===== src/rtl/arb_requester.sv =====
// arb_requester: per-channel request FSMs that queue client jobs, hold req until granted,
// own the resource for HOLD cycles, then release. Optional grant-wait watchdog: ARB_REQ_TIMEOUT_EN.
module arb_requester #(
    parameter int N       = 4,
    parameter int HOLD    = 4,
    parameter int CNTW    = 4,
    parameter int TIMEOUT = 16
) (
    input  logic              clk,
    input  logic              rst,
    input  logic [N-1:0]      job_in,
    input  logic [N-1:0]      gnt,
    output logic [N-1:0]      req,
    output logic [N-1:0]      busy,
    output logic [N-1:0]      done,
    output logic [N*CNTW-1:0] pending,
    output logic [N-1:0]      overflow,
    output logic [N-1:0]      timeout
);
    typedef enum logic [1:0] {
        IDLE = 2'd0,
        REQ  = 2'd1,
        OWN  = 2'd2,
        REL  = 2'd3
    } state_t;

    localparam int              TW    = (HOLD > 1) ? $clog2(HOLD) : 1;
    localparam logic [TW-1:0]   TLOAD = TW'(HOLD - 1);
    localparam logic [CNTW-1:0] PMAX  = {CNTW{1'b1}};

    for (genvar i = 0; i < N; i++) begin : g_ch
        state_t          state_r, state_s;
        logic [TW-1:0]   tcnt_r, tcnt_s;
        logic [CNTW-1:0] pend_r, pend_s;
        logic            ovf_s;
        logic            req_r, busy_r, done_r, ovf_r;

        // Channel FSM next state and tenure countdown; a dropped grant in OWN falls back to REQ
        always_comb begin
            state_s = state_r;
            tcnt_s  = tcnt_r;
            case (state_r)
                IDLE: begin
                    if (pend_r != '0) state_s = REQ;
                    else              state_s = IDLE;
                end
                REQ: begin
                    if (gnt[i]) begin
                        state_s = OWN;
                        tcnt_s  = TLOAD;
                    end else begin
                        state_s = REQ;
                    end
                end
                OWN: begin
                    if (!gnt[i])            state_s = REQ;
                    else if (tcnt_r == '0)  state_s = REL;
                    else                    tcnt_s  = tcnt_r - TW'(1);
                end
                REL:     state_s = IDLE;
                default: state_s = IDLE;
            endcase
        end

        // Pending-job counter: a job arriving in REL cancels that cycle's decrement
        always_comb begin
            pend_s = pend_r;
            ovf_s  = 1'b0;
            if (job_in[i] && (state_r == REL)) begin
                pend_s = pend_r;
            end else if (job_in[i]) begin
                if (pend_r == PMAX) ovf_s  = 1'b1;
                else                pend_s = pend_r + CNTW'(1);
            end else if (state_r == REL) begin
                pend_s = pend_r - CNTW'(1);
            end else begin
                pend_s = pend_r;
            end
        end

        // State, counters and outputs, all decoded from the next state so they are registered
        always_ff @(posedge clk or posedge rst) begin
            if (rst) begin
                state_r <= IDLE;
                tcnt_r  <= '0;
                pend_r  <= '0;
                req_r   <= 1'b0;
                busy_r  <= 1'b0;
                done_r  <= 1'b0;
                ovf_r   <= 1'b0;
            end else begin
                state_r <= state_s;
                tcnt_r  <= tcnt_s;
                pend_r  <= pend_s;
                req_r   <= (state_s == REQ) || (state_s == OWN);
                busy_r  <= (state_s == OWN);
                done_r  <= (state_s == REL);
                ovf_r   <= ovf_r | ovf_s;
            end
        end

        assign req[i]                   = req_r;
        assign busy[i]                  = busy_r;
        assign done[i]                  = done_r;
        assign overflow[i]              = ovf_r;
        assign pending[i*CNTW +: CNTW]  = pend_r;

`ifdef ARB_REQ_TIMEOUT_EN
        localparam int WW = $clog2(TIMEOUT + 1);
        logic [WW-1:0] wcnt_r, wcnt_s;
        logic          tout_r, tout_s;

        // Grant-wait watchdog: counts ungranted REQ cycles, saturates at the limit
        always_comb begin
            wcnt_s = wcnt_r;
            tout_s = tout_r;
            if (state_r != REQ) begin
                wcnt_s = '0;
            end else if (gnt[i] || (wcnt_r == WW'(TIMEOUT))) begin
                wcnt_s = wcnt_r;
            end else begin
                wcnt_s = wcnt_r + WW'(1);
                if (wcnt_r == WW'(TIMEOUT - 1)) tout_s = 1'b1;
                else                            tout_s = tout_r;
            end
        end

        // Watchdog registers; the flag is sticky until reset
        always_ff @(posedge clk or posedge rst) begin
            if (rst) begin
                wcnt_r <= '0;
                tout_r <= 1'b0;
            end else begin
                wcnt_r <= wcnt_s;
                tout_r <= tout_s;
            end
        end

        assign timeout[i] = tout_r;
`else
        assign timeout[i] = 1'b0;
`endif
    end
endmodule


===== config.mk =====
export PLATFORM = sky130hd
export DESIGN_NAME = arb_requester
export DESIGN_NICKNAME = d
export VERILOG_FILES = /design/src/rtl/arb_requester.sv
export SDC_FILE = /design/constraint.sdc
export NUM_CORES = 1
export LEC_CHECK = 0
export CORE_ASPECT_RATIO = 0.9
export CORE_MARGIN = 10
export CORE_UTILIZATION = 53
export DETAILED_ROUTE_END_ITERATION = 8
export PLACE_DENSITY = 0.79
export SKIP_LAST_GASP = 1
export SYNTH_ARGS = -nofsm -noshare
export SYNTH_HDL_FRONTEND = slang
export SYNTH_SLANG_ARGS = --single-unit

===== constraint.sdc =====
create_clock -name clk -period 2.5 [get_ports clk]
set_clock_uncertainty 0.2 [all_clocks]
set_input_delay 0.625 -clock clk [delete_from_list [all_inputs] [get_ports clk]]
set_output_delay 0.625 -clock clk [all_outputs]
set_load 0.005 [all_outputs]

# [Word-level counts from Yosys, hierarchy flattened]
# Cells that the tools add are included.
[classes] bitwise=8 muxes=60 eq_ne=44 reduce_logical=36 add_sub_neg=12
[op_table] cell="2-bit 2-to-1 mux" count=24
[op_table] cell="4-bit 2-to-1 mux" count=12
[op_table] cell="2-bit equality test, second input constant" count=16
[op_table] cell="2-bit != test, second input constant" count=16
[op_table] cell="2-bit case mux with 4 select lines" count=4
[op_table] cell="4-bit by 1-bit adder with 4-bit output, second input constant" count=4
[op_table] cell="2-bit by 1-bit equality test with 1-bit output, second input constant" count=8
[op_table] cell="4-bit equality test, second input constant" count=4
[op_table] cell="2-bit zero test" count=8
[op_table] cell="1-bit 2-to-1 mux" count=16
[op_table] cell="2-bit case mux with 2 select lines" count=4
[op_table] cell="4-bit AND reduction" count=4
[op_table] cell="2-bit nonzero test" count=8
[op_table] cell="4-bit nonzero test" count=4
[op_table] cell="4-bit by 1-bit subtractor with 4-bit output, second input constant" count=4
[op_table] cell="3-bit AND reduction" count=4
[op_table] cell="2-bit by 1-bit subtractor with 2-bit output, second input constant" count=4
[op_table] cell="1-bit logical AND" count=4
[op_table] cell="1-bit logical OR" count=4
[op_table] cell="1-bit NOT" count=4
[op_table] cell="1-bit OR" count=4
[totals] reg_bits=48 output_inout_bits=36

# [Depth between registers and ports, before layout]
[logic_depth] ltp_word=6 ltp_mapped=7

# [Worst setup path after synthesis]
# OpenSTA, ideal clock, no wires.
[synth_path] path_kind="input to register" from="input job_in[0]" to="register g_ch[0].pend_r[3]" n_path_buf=0 setup_slack_ns=0.364 setup_time_ns=0.128 arrival_ns=1.808 stages=6 path_cell_list="inv_1 ha_1 a21o_1 a21oi_2 mux2i_1 mux2_1"
[synth_via] elab_chain_len=3
[synth_lines] element="start, declared" line="11" source="input logic [N-1:0] job_in,"
[synth_lines] element="parallel branches: the longest is 3 deep, another holds 3-bit AND reduction"
[synth_lines] element="end signal, assigned" line="94" source="pend_r <= pend_s;"
[synth_lines] element="end, declared" line="34" source="logic [CNTW-1:0] pend_r, pend_s;"
# Parallel ways; which one is timed is not known.
# A chain may end at the register's enable or synchronous reset.

# [Worst setup path after layout]
# Same ends and word-level chain as after synthesis.

==> results.toml <==
[outcome]
outcome = "finished, final reports clean"

[grt]
grt_pass1_vias = 1861
grtUsageMet2_pct = 20.6
grt_max_degree = 21
grt_first_pass_wirelength_um = 8660
grtUsageMet1_pct = 14.3
antenna_found_initial = 0
busiest_layer = "met2"
gr-total-overflow = 0
grtUsageTotal_pct = 11.9
use_met3_pct = 3.40

[finish]
fin_area_um2 = 3350
antenna-diode-count = 0
drive_gt1_share_pct = 15.2
instances_no_fill = 363
nets = 330
fillers = 434
area_delta_synth_final_pct = 19.6

[timing]
fmax_mhz = 415
final.setup.tns_ns = 0
fin_ws_ns = 0.0886
fin_crit_ns = 2.41
period_share_pct = 96.5
slew_violations = 0
hold_viol_final = 0
setup_viol = 0
rsz0062_at_grt = "no"

[clocking]
clockBufferDepth = 2
cts-root-buf = "clkbuf_8"
hold_buffers = 0
cts_setup_buffers = 0
ctsResizeCount = 0
clock_latency_ns = 0.29
htreeDepth = 2
path_clk_slew_ns = 0.08
cts_tree = "built"
cts_inserted_buffers = 5
clock_sinks = 48

[synthesis]
ys.warnings.count = 0
synth.area.top_cells = "dfrtp_1 (43%), ha_1 (8.9%), buf_4 (6.2%)"
synth_edf_count = 0
ys_seq_area_share_pct = 42.9
yosysUniqueCellTypes = 46
synth.ff_latch_count = 48
synth_ff_type = "dfrtp_1"
synth_top_area_cell = "dfrtp_1"
syn_area_per_cell_um2 = 10.8
async_flop_share_pct = 100
syn_inst = 259
synth_top_cell_area_share_pct = 42.9
syn_area_um2 = 2800

[power_and_ir_drop]
leakage_nw = 1.60
p_total_w = 0.00415
ir_drop_mv = 0.694
p_per_area_nw_per_um2 = 1240

[placed_design]
hpwl_um = 3950
port_buffers = 41
place_inst = 356
placed_cell_area_um2 = 3220
place_congestion = 0.784
dp_slack_ns = -0.226

[route]
wl_um = 4950
wl_per_cell_um = 13.6
viasPerCell = 5.06
dr_total_vias = 1835
drc_errors = 0
ant_nets = 0
dr.pass1.iters = 4
drt-initial-drc-count = 46

[floorplanning]
io_pins = 46
rows = 25
initial_utilization_pct = 53.9
die_y_um = 88.9
die_x_um = 96.6
dieArea_um2 = 8590
fp.coreArea_um2 = 5190

[setup_path]
rr_endpoint = "g_ch[0].pend_r[3]"
crit_start = "job_in[0]"
cp.required_ns = 2.47
path_max_fanout = 2
reg2reg_slack_ns = 0.48
endpoint_kind = "register"
rr_startpoint = "g_ch[0].pend_r[1]"
cp_data_arrival_time_ns = 2.38
crit_path_start_kind = "input port"
cp-endpoint = "g_ch[0].pend_r[3]"
path_class = "input port to register"
worstRegToRegCells = 5

[flow_run]
max-cap-violations = 0

[min_path]
hold_class = "register to register"
==> layer usage <==
layer  wire [um]  share of wire (%)  up-vias
met5           0                  0        -
met4          49               0.99        0
met3         232                4.7        4
met2        2420                 49       29
met1        2250                 45      873
li1            -                  -      929
==> cell families (layout without fill, tap and decap cells) <==
family,after synthesis,count (layout),synth area share (%)
fa+ha+maj,24,24,11.8
flops,48,48,42.9
other cells,1,4,0.134
compound gates,47,47,13.5
simple gates,64,64,11.9
mux,14,14,5.68
xor+xnor,12,12,4.02
buf+inv,49,83,10.1
==> synth_stat cells (2+ instances only) <==
| master | n |
|---|---|
| dfrtp_1 | 48 |
| buf_4 | 23 |
| ha_1 | 20 |
| inv_1 | 20 |
| nand2_1 | 14 |
| nor2_1 | 12 |
| and2_1 | 10 |
| nand3_1 | 10 |
| a21oi_1 | 9 |
| o22a_1 | 9 |
| xor2_1 | 9 |
| o21ai_0 | 6 |
| a21o_1 | 5 |
| a21oi_2 | 5 |
| mux2i_1 | 5 |
| and3_1 | 4 |
| buf_2 | 4 |
| fa_1 | 4 |
| mux2_2 | 4 |
| nor2b_1 | 4 |
| nor4_1 | 4 |
| mux2_1 | 3 |
| a22oi_1 | 2 |
| mux2_4 | 2 |
| xnor2_1 | 2 |
==> placed cells by master, fill, tap and decap left out, types with 10 or more instances in the layout <==
master and n:
ha_1 20, inv_1 19, nand3_1 10, nand2_1 14, and2_1 10, clkdlybuf4s50_1 41, nor2_1 12, buf_4 13
dfrtp_1 48
==> worst min-delay path by stage <==
stage	slack, ns	cells past startpoint	endpoint	start
final	0.28	1	g_ch[1].ovf_r	g_ch[1].ovf_r
after detailed placement	0.27	1	g_ch[3].ovf_r	g_ch[3].ovf_r
after CTS	0.29	1	g_ch[3].ovf_r	g_ch[3].ovf_r
after global placement	0.25	1	g_ch[1].ovf_r	g_ch[1].ovf_r
after global routing	0.32	1	g_ch[3].ovf_r	g_ch[3].ovf_r
after floorplan	0.24	1	g_ch[0].ovf_r	g_ch[0].ovf_r
==> metrics by stage <==
stage	util (%)	hold slack (ns)
after global routing	64.5	0.321
after detailed placement	62.0	0.265
after global placement	62.0	0.252
after CTS	64.5	0.289
final	64.5	0.282
after floorplan	-	0.238
==> layout make-up <==
cell class / count / area [um^2] / area share [%]
inverters: 21 / 78.8 / 2.36
multi-input cells: 165 / 1330 / 39.6
well taps: 67 / 83.8 / 2.50
clock buffers: 5 / 68.8 / 2.06
flip-flops and latches: 48 / 1200 / 35.9
clock inverters: 2 / 60.1 / 1.79
repair buffers: 55 / 528 / 15.8
==> state kept, by name (all words and copies together), names as in the netlist <==
name,count
g_ch.tcnt_r,8
g_ch.pend_r,16
g_ch.ovf_r,4
g_ch.req_r,4
g_ch.done_r,4
g_ch.state_r,8
g_ch.busy_r,4
==> worst max-delay path, cell delays in order <==
cell	delay (ns)
clkdlybuf4s50_1	0.48
inv_1	0.06
ha_1	0.28
a21o_1	0.19
a21oi_2	0.15
mux2i_1	0.23
mux2_1	0.37
==> power breakdown <==
group	internal [W]	switching, W
Clock	0.000393	0.000240
Sequential	0.00114	0.000474
Combinational	0.00114	0.000755
Power figures use the tool's default switching activity.
